**config.mk**
```make
export PLATFORM = sky130hd
export DESIGN_NAME = imply_serial_adder_ctrl_flat
export DESIGN_NICKNAME = d
export VERILOG_FILES = /design/src/rtl/imply_serial_adder_ctrl_if.sv /design/src/rtl/imply_serial_adder_ctrl.sv /design/src/flat_wrapper.sv
export SDC_FILE = /design/constraint.sdc
export NUM_CORES = 1
export LEC_CHECK = 0
export ABC_AREA = 1
export ABC_CLOCK_PERIOD_IN_PS = 2200
export CAP_MARGIN = 20
export CORE_AREA = 2 2 51 88
export CTS_CLUSTER_DIAMETER = 200
export DETAILED_ROUTE_END_ITERATION = 10
export DIE_AREA = 0 0 53 90
export PLACE_DENSITY = 0.84
export SKIP_LAST_GASP = 1
export SYNTH_ARGS = -nofsm -noshare
export SYNTH_HDL_FRONTEND = slang
export SYNTH_SLANG_ARGS = --single-unit
```
**constraint.sdc**
```tcl
create_clock -name clk -period 2.2 [get_ports clk]
set_clock_uncertainty 0.2 [all_clocks]
set_input_delay 0.44 -clock clk [delete_from_list [all_inputs] [get_ports clk]]
set_output_delay 0.44 -clock clk [all_outputs]
set_load 0.05 [all_outputs]
```
**src/rtl/imply_serial_adder_ctrl_if.sv**
```systemverilog
// Request/result bundle between a requester and the serial IMPLY adder controller.
interface imply_serial_adder_ctrl_if #(
    parameter int WIDTH = 8
);
    logic             start;
    logic             op;
    logic [WIDTH-1:0] a;
    logic [WIDTH-1:0] b;
    logic             cin;
    logic             busy;
    logic             done;
    logic [WIDTH-1:0] sum;
    logic             cout;
    logic             ovf;

    modport master (
        output start, op, a, b, cin,
        input  busy, done, sum, cout, ovf
    );

    modport slave (
        input  start, op, a, b, cin,
        output busy, done, sum, cout, ovf
    );
endinterface

```
**src/rtl/imply_serial_adder_ctrl.sv**
```systemverilog
// Bit-serial add/subtract sequencer sharing one IMPLY full-adder cell across all bits.
// Each bit's cell inputs are held SETTLE cycles; Sum/Cout are sampled only on the last one.
module imply_serial_adder_ctrl #(
    parameter int WIDTH  = 8,
    parameter int SETTLE = 2
) (
    input  logic clk,
    input  logic rst,
    imply_serial_adder_ctrl_if.slave bus,
    output logic fa_a,
    output logic fa_b,
    output logic fa_cin,
    input  logic fa_sum,
    input  logic fa_cout
);
    localparam int IW = $clog2(WIDTH);
    localparam int CW = (SETTLE > 1) ? $clog2(SETTLE) : 1;
    localparam logic [IW-1:0] IDX_LAST = IW'(WIDTH - 1);
    localparam logic [CW-1:0] CNT_INIT = CW'(SETTLE - 1);

    // state | meaning
    // IDLE  | waiting for start, cell inputs parked at 0
    // DRIVE | bit idx presented to the cell, cnt counts down the settle time
    // DONE  | one-cycle result strobe, cell inputs back at 0
    typedef enum logic [1:0] {S_IDLE, S_DRIVE, S_DONE} state_t;

    state_t           state;
    state_t           state_nx;
    logic [WIDTH-1:0] opa;
    logic [WIDTH-1:0] opb;
    logic [WIDTH-2:0] shadow;
    logic             carry;
    logic [IW-1:0]    idx;
    logic [IW-1:0]    idx_inc;
    logic [CW-1:0]    cnt;
    logic             bit_end;

    assign idx_inc = idx + 1'b1;
    assign bit_end = (state == S_DRIVE) && (cnt == '0);

    always_ff @(posedge clk) begin
        if (rst) state <= S_IDLE;
        else     state <= state_nx;
    end

    always_comb begin
        state_nx = state;
        case (state)
            S_IDLE:  if (bus.start) state_nx = S_DRIVE;
            S_DRIVE: if (bit_end && (idx == IDX_LAST)) state_nx = S_DONE;
            S_DONE:  state_nx = S_IDLE;
            default: state_nx = S_IDLE;
        endcase
    end

    always_comb begin
        bus.busy = (state != S_IDLE);
        bus.done = (state == S_DONE);
    end

    // Cell inputs are registered so they change only on bit boundaries, never mid-settle.
    always_ff @(posedge clk) begin
        if (rst) begin
            opa     <= '0;
            opb     <= '0;
            shadow  <= '0;
            carry   <= 1'b0;
            idx     <= '0;
            cnt     <= '0;
            fa_a    <= 1'b0;
            fa_b    <= 1'b0;
            fa_cin  <= 1'b0;
            bus.sum <= '0;
            bus.cout <= 1'b0;
            bus.ovf <= 1'b0;
        end else begin
            case (state)
                S_IDLE: begin
                    if (bus.start) begin
                        opa    <= bus.a;
                        opb    <= bus.op ? ~bus.b : bus.b;
                        carry  <= bus.op | bus.cin;
                        idx    <= '0;
                        cnt    <= CNT_INIT;
                        fa_a   <= bus.a[0];
                        fa_b   <= bus.b[0] ^ bus.op;
                        fa_cin <= bus.op | bus.cin;
                    end
                end
                S_DRIVE: begin
                    if (cnt != '0) begin
                        cnt <= cnt - 1'b1;
                    end else begin
                        carry <= fa_cout;
                        if (idx == IDX_LAST) begin
                            bus.sum  <= {fa_sum, shadow};
                            bus.cout <= fa_cout;
                            bus.ovf  <= carry ^ fa_cout;
                            fa_a     <= 1'b0;
                            fa_b     <= 1'b0;
                            fa_cin   <= 1'b0;
                        end else begin
                            shadow[idx] <= fa_sum;
                            idx         <= idx_inc;
                            cnt         <= CNT_INIT;
                            fa_a        <= opa[idx_inc];
                            fa_b        <= opb[idx_inc];
                            fa_cin      <= fa_cout;
                        end
                    end
                end
                default: ;
            endcase
        end
    end
endmodule

```
**src/flat_wrapper.sv**
```systemverilog
// flat-port wrapper written by rule: the top's interface ports become plain ports
module imply_serial_adder_ctrl_flat 
#(
    parameter int WIDTH  = 8,
    parameter int SETTLE = 2
)
  (clk, rst, fa_a, fa_b, fa_cin, fa_sum, fa_cout, bus_start, bus_op, bus_a, bus_b, bus_cin, bus_busy, bus_done, bus_sum, bus_cout, bus_ovf);
  imply_serial_adder_ctrl_if #(.WIDTH(WIDTH)) bus_i ();
  input  logic clk;
  input  logic rst;
  output logic fa_a;
  output logic fa_b;
  output logic fa_cin;
  input  logic fa_sum;
  input  logic fa_cout;
  input wire logic [$bits(bus_i.start)-1:0] bus_start;
  input wire logic [$bits(bus_i.op)-1:0] bus_op;
  input wire logic [$bits(bus_i.a)-1:0] bus_a;
  input wire logic [$bits(bus_i.b)-1:0] bus_b;
  input wire logic [$bits(bus_i.cin)-1:0] bus_cin;
  output wire logic [$bits(bus_i.busy)-1:0] bus_busy;
  output wire logic [$bits(bus_i.done)-1:0] bus_done;
  output wire logic [$bits(bus_i.sum)-1:0] bus_sum;
  output wire logic [$bits(bus_i.cout)-1:0] bus_cout;
  output wire logic [$bits(bus_i.ovf)-1:0] bus_ovf;
  assign bus_i.start = bus_start;
  assign bus_i.op = bus_op;
  assign bus_i.a = bus_a;
  assign bus_i.b = bus_b;
  assign bus_i.cin = bus_cin;
  assign bus_busy = bus_i.busy;
  assign bus_done = bus_i.done;
  assign bus_sum = bus_i.sum;
  assign bus_cout = bus_i.cout;
  assign bus_ovf = bus_i.ovf;
  imply_serial_adder_ctrl #(.WIDTH(WIDTH), .SETTLE(SETTLE)) u_core (.clk(clk), .rst(rst), .bus(bus_i), .fa_a(fa_a), .fa_b(fa_b), .fa_cin(fa_cin), .fa_sum(fa_sum), .fa_cout(fa_cout));
endmodule
```
Word level (Yosys, flattened, before mapping)
Cells that the tools add are included.
{ "word_totals": {"output_inout_bits": 15, "ff_bits": 43} }
{ "op_classes": {"n_lt_le_gt_ge": 3, "bitwise": 6, "mux": 33, "n_reduce_logical": 13, "add_sub_neg": 2, "eq_ne": 7} }
{ "ops": {"columns": ["op", "n"], "rows": [
  ["$mux W1", 16],
  ["$pmux W1 S2", 5],
  ["$mux W3", 3],
  ["$reduce_and A3 Y1", 3],
  ["$lt A3 B4 Y1 const B", 2],
  ["$mux W8", 1],
  ["$ne A2 B2 Y1 const B", 4],
  ["$not A8 Y8", 1],
  ["$bwmux W7", 1],
  ["$bmux W1 S3", 2],
  ["$pmux W3 S2", 1],
  ["$reduce_and A2 Y1", 3],
  ["$mux W2", 2],
  ["$pmux W2 S2", 1],
  ["$reduce_and A4 Y1", 1],
  ["$reduce_bool A2 Y1", 2],
  ["$add A3 B1 Y3 const B", 1],
  ["$demux W1 S3", 1],
  ["$eq A3 B3 Y1 const B", 1],
  ["$ge A3 B1 Y1 const B", 1],
  ["$logic_and A1 B1 Y1", 3],
  ["$eq A2 B1 Y1 const B", 1],
  ["$eq A2 B2 Y1 const B", 1],
  ["$logic_not A2 Y1", 1],
  ["other kinds (4)", 6]
]} }

Longest topological paths before layout
Gate-level depths: netlist of run 1.
{ "logic_depth": {"word_depth": 6, "depth_mapped": 8, "depth_no_buf": 8} }

Least setup slack after synthesis of run 1
OpenSTA, ideal clock, no wires.
{ "synth_timing": {"kind": "register to output", "from": "register u_core.state[1]", "to": "output port bus_done", "path_stages_with_launch": 3, "setup_slack_ns": 0.559, "required_ns": 1.560, "arrival_time_ns": 1.001, "cell_sequence": "dfxtp_1 inv_2 nor2_1"} }
{ "synth_between": {"elab_chain_cells": 1} }
{ "synth_lines": {"columns": ["item", "line_no", "rtl"], "rows": [
  ["from (decl)", "imply_serial_adder_ctrl.sv:27", "state_t state;"],
  ["from (signal assigned)", "imply_serial_adder_ctrl.sv:43", "else state <= state_nx;"],
  ["$eq A2 B2 Y1", "imply_serial_adder_ctrl.sv:58", "bus.done = (state == S_DONE);"],
  ["to (decl)", "flat_wrapper.sv:22", "output wire logic [$bits(bus_i.done)-1:0] bus_done;"]
]} }
No other way between the ends.

Final worst setup path of run 1
{ "layout_timing": {"from": "register u_core.bus.cout", "to": "output port bus_cout"} }
{ "layout_rtl": {"columns": ["item", "line_no", "rtl"], "rows": [
  ["from (decl)", "imply_serial_adder_ctrl_if.sv:23", "output busy, done, sum, cout, ovf"],
  ["from (signal assigned)", "imply_serial_adder_ctrl.sv:97", "bus.cout <= fa_cout;"],
  ["to (decl)", "flat_wrapper.sv:24", "output wire logic [$bits(bus_i.cout)-1:0] bus_cout;"]
]} }
No word-level cell between the ends.

==> summary.txt, run 1 <==
Sw Share -> 25.33%
Port Buffers -> 37
Setup crit end kind -> output pin
Post-CTS Setup Bufs -> 0
Final hold slack -> 0.2507 ns
Worst-path clk slew -> 0.07 ns
Routed WL per cell -> 11.83 um
Mapped cell area -> 0.001942 mm2
Footprint of the multi-input gates -> 882.1 um2
Depth of the most critical reg-to-reg path -> 7
CP arrival -> 1.44 ns
Io pins -> 38
Max-slew violation count -> 0
Total congestion overflow -> 0
Synth Area in XOR/XNOR -> 4.059%
Run status -> finished, final reports clean
Largest net degree at the start of global routing -> 29
Final min period -> 2.079 ns
Max clock buf depth -> 2
Relative slew margins -> 66.38%
Critical path depth -> 1
Setup CP Type -> reg -> out
Reg-to-reg slack, setup -> 0.39 ns
DR vias/cell -> 4.904
H-tree depth -> 2
Most common cell after layout, fill and taps aside -> dfxtp_1
Tightest Pin Transition -> 0.5027 ns
Share of cells above drive strength 1 -> 8.170%
Pint -> 1.264 mW
Start point of the critical path -> u_core.bus.cout
Filler cell count -> 388
Post-CTS Hold Buffers -> 0
Die Y -> 90 um
Pre-CTS WS -> 0.2037 ns
Max Freq -> 481.0 MHz
Syn Nets -> 291
Gp weighted congestion -> 0.8776
Root buffer cell -> clkbuf_8
CP max stage cell -> clkdlybuf4s50_1
Initial DRT Pass Iterations -> 4
Row count -> 31
Area fraction in compound gates after synthesis -> 16.88%
Max-cap viol count -> 0
Tot GR Track Use -> 20.43%
Max IR drop VDD -> 534.5 uV
Mux contribution to synthesized area -> 0%
Top fanout value on the critical path -> 2
Crit path max-delay family -> buffers and inverters
Vias -> 1,741
Global-route wire length before repair -> 7445 um
Class of the worst hold path -> reg -> reg
CP bufs+invs -> 1
CP startpoint kind -> flip-flop
Setup tns final -> 0 ns
Comb power frac -> 16.2%
Seq cells post-synth -> 43
Ant diodes -> 0
Clk network pwr share -> 34.5%
Antenna violations before repair -> 0
CP Capture Point -> bus_cout
RSZ-0062 raised after global routing -> no
Reg-to-Reg End -> u_core.bus.sum[3]
Simple-gate share of the synthesized area -> 22.55%
Adder-Cell Fraction of Synth Area -> 1.933%
Largest stage delay, worst path -> 0.81 ns
Register area share after synthesis -> 44.33%
PwrDens -> 688.2 mW/mm2
Largest family of logic cells by synthesized area -> simple AND/OR/NAND/NOR gates
Required time of the worst setup path -> 1.56 ns
Fin. Hold Viols -> 0
Setup violations, final -> 0
Clk_lat worst skew -> 0.29 ns
Initial Utilization -> 47.68%
Detailed placer's ending HPWL -> 3279 um
DIE AREA -> 0.004770 mm2
CTS tree -> done
Area delta synth->final -> 26.68%
Vias in the first global route -> 1,778
FF/Latch Area -> 860.8 um2
Core Region -> 0.004073 mm2
Fin nets -> 332
Critical path, cell by cell -> clkdlybuf4s50_1
Flop pwr share -> 49.3%
Library cells used by synthesis -> 25
Final WL -> 4199 um
Antenna-violating nets left -> 0
CTS Buf Count -> 5
DRC Markers -> 0
Most frequent cells in the layout -> 43 x dfxtp_1, 37 x nor2_1, 35 x clkdlybuf4s50_1, 33 x nand2_1, 32 x inv_1
Post-Syn Area per Cell -> 7.328 um2
Setup ws final -> 0.1211 ns
CTS sink count -> 43
Mapped Cells -> 265
Fin crit share -> 94.50%
Psw -> 428.8 uW
Worst reg2reg startpoint -> u_core.idx[1]
Yosys warnings -> 0
Die width -> 53 um
Post_cts resized -> 0
Initial DRC count -> 28
Hold depth -> 2
Pleak -> 1.058 nW
[flip-flops by register name, summed over array words and instances, names as in the netlist]
| register | cells |
|---|---|
| u_core.bus.sum | 8 |
| u_core.opa | 8 |
| u_core.opb | 8 |
| u_core.shadow | 7 |
| u_core.idx | 3 |
| u_core.state | 2 |
| u_core.bus.cout | 1 |
| u_core.bus.ovf | 1 |
| u_core.carry | 1 |
| u_core.cnt | 1 |
| u_core.fa_a | 1 |
| u_core.fa_b | 1 |
| u_core.fa_cin | 1 |
[Yosys cell counts (all sizes together)]
cell | n | area [um2]
inv | 36 | 135.1
o22ai | 2 | 12.51
xor2 | 8 | 70.07
a31oi | 2 | 12.51
nand3 | 18 | 100.1
nand2 | 34 | 130.1
ha | 3 | 37.54
a21oi | 24 | 120.1
xnor2 | 1 | 8.760
buf | 8 | 56.29
o21ai | 35 | 175.2
a211oi | 1 | 7.510
nor2 | 40 | 167.7
dfxtp | 43 | 860.8
clkbuf | 2 | 7.510
nor3 | 8 | 40.04
[how the worst min path moves through the flow]
stage / to / from / slack [ns]
floorplan: u_core.opa[0] / u_core.opa[0] / 0.23
global placement: u_core.opb[0] / u_core.opb[0] / 0.24
detailed placement: u_core.opa[4] / u_core.opa[4] / 0.24
CTS: u_core.opb[0] / u_core.opb[0] / 0.26
global route: u_core.opb[5] / u_core.opb[5] / 0.28
finish: u_core.opb[0] / u_core.opb[0] / 0.25
[final cells by class]
| type | count | area share [%] |
|---|---|---|
| multi-input combinational | 176 | 35.86 |
| tap | 49 | 2.492 |
| clock buffer | 6 | 2.950 |
| sequential | 43 | 34.99 |
| clock inverter | 1 | 1.221 |
| inverter | 36 | 5.493 |
| timing repair buffer | 44 | 16.99 |
[through the flow]
| step | util [%] | instances | area, um2 | power (mW) |
|---|---|---|---|---|
| CTS | 60.40 | 355 | 2460 | 1.706 |
| global route | 60.40 | 355 | 2460 | 1.771 |
| global placement | 57.88 | 348 | 2357 | 1.123 |
| finish | 60.40 | 355 | 2460 | 1.693 |
| detailed placement | 57.88 | 348 | 2357 | 1.127 |
| floorplan | - | 265 | 1942 | 1.029 |
[routing by layer]
metal	track usage [%]	vias up	wire [um]
met1	21.56	762	1609
met2	35.94	30	2287
met4	10.68	0	144
met3	4.153	15	157
met5	0	-	0
li1	-	934	-
[power groups by stage]
stage / clock [mW] / combinational [mW] / sequential (mW)
2_1_floorplan: 0 / 0.156 / 0.873
3_3_place_gp: 0 / 0.270 / 0.853
3_5_place_dp: 0 / 0.274 / 0.853
4_1_cts: 0.595 / 0.276 / 0.835
5_1_grt: 0.624 / 0.307 / 0.839
6_report: 0.584 / 0.274 / 0.835
[kinds of logic after synthesis]
group,Yosys count
buffers and inverters,46
xor gates and xnor gates,9
DFF,43
and+or+nand+nor,100
AOI/OAI and AO/OA,64
adders and majority gates,3
(Power assumes the default switching activity.)
==> run 2: changes to the inputs <==
--- a/config.mk
+++ b/config.mk
@@ -9,7 +9,6 @@
 export ABC_CLOCK_PERIOD_IN_PS = 2200
 export CAP_MARGIN = 20
 export CORE_AREA = 2 2 51 88
-export CTS_CLUSTER_DIAMETER = 200
 export DETAILED_ROUTE_END_ITERATION = 10
 export DIE_AREA = 0 0 53 90
 export PLACE_DENSITY = 0.84
==> results of run 2 <==
Final layout, timing and power as in run 1 (identical DEF).
==> run 3: changes to the inputs <==
--- a/config.mk
+++ b/config.mk
@@ -13,6 +13,7 @@
 export DIE_AREA = 0 0 53 90
 export PLACE_DENSITY = 0.84
 export SKIP_LAST_GASP = 1
+export SLEW_MARGIN = 20
 export SYNTH_ARGS = -nofsm -noshare
 export SYNTH_HDL_FRONTEND = slang
 export SYNTH_SLANG_ARGS = --single-unit
==> results of run 3 <==
Final layout, timing and power as in run 1 (identical DEF).
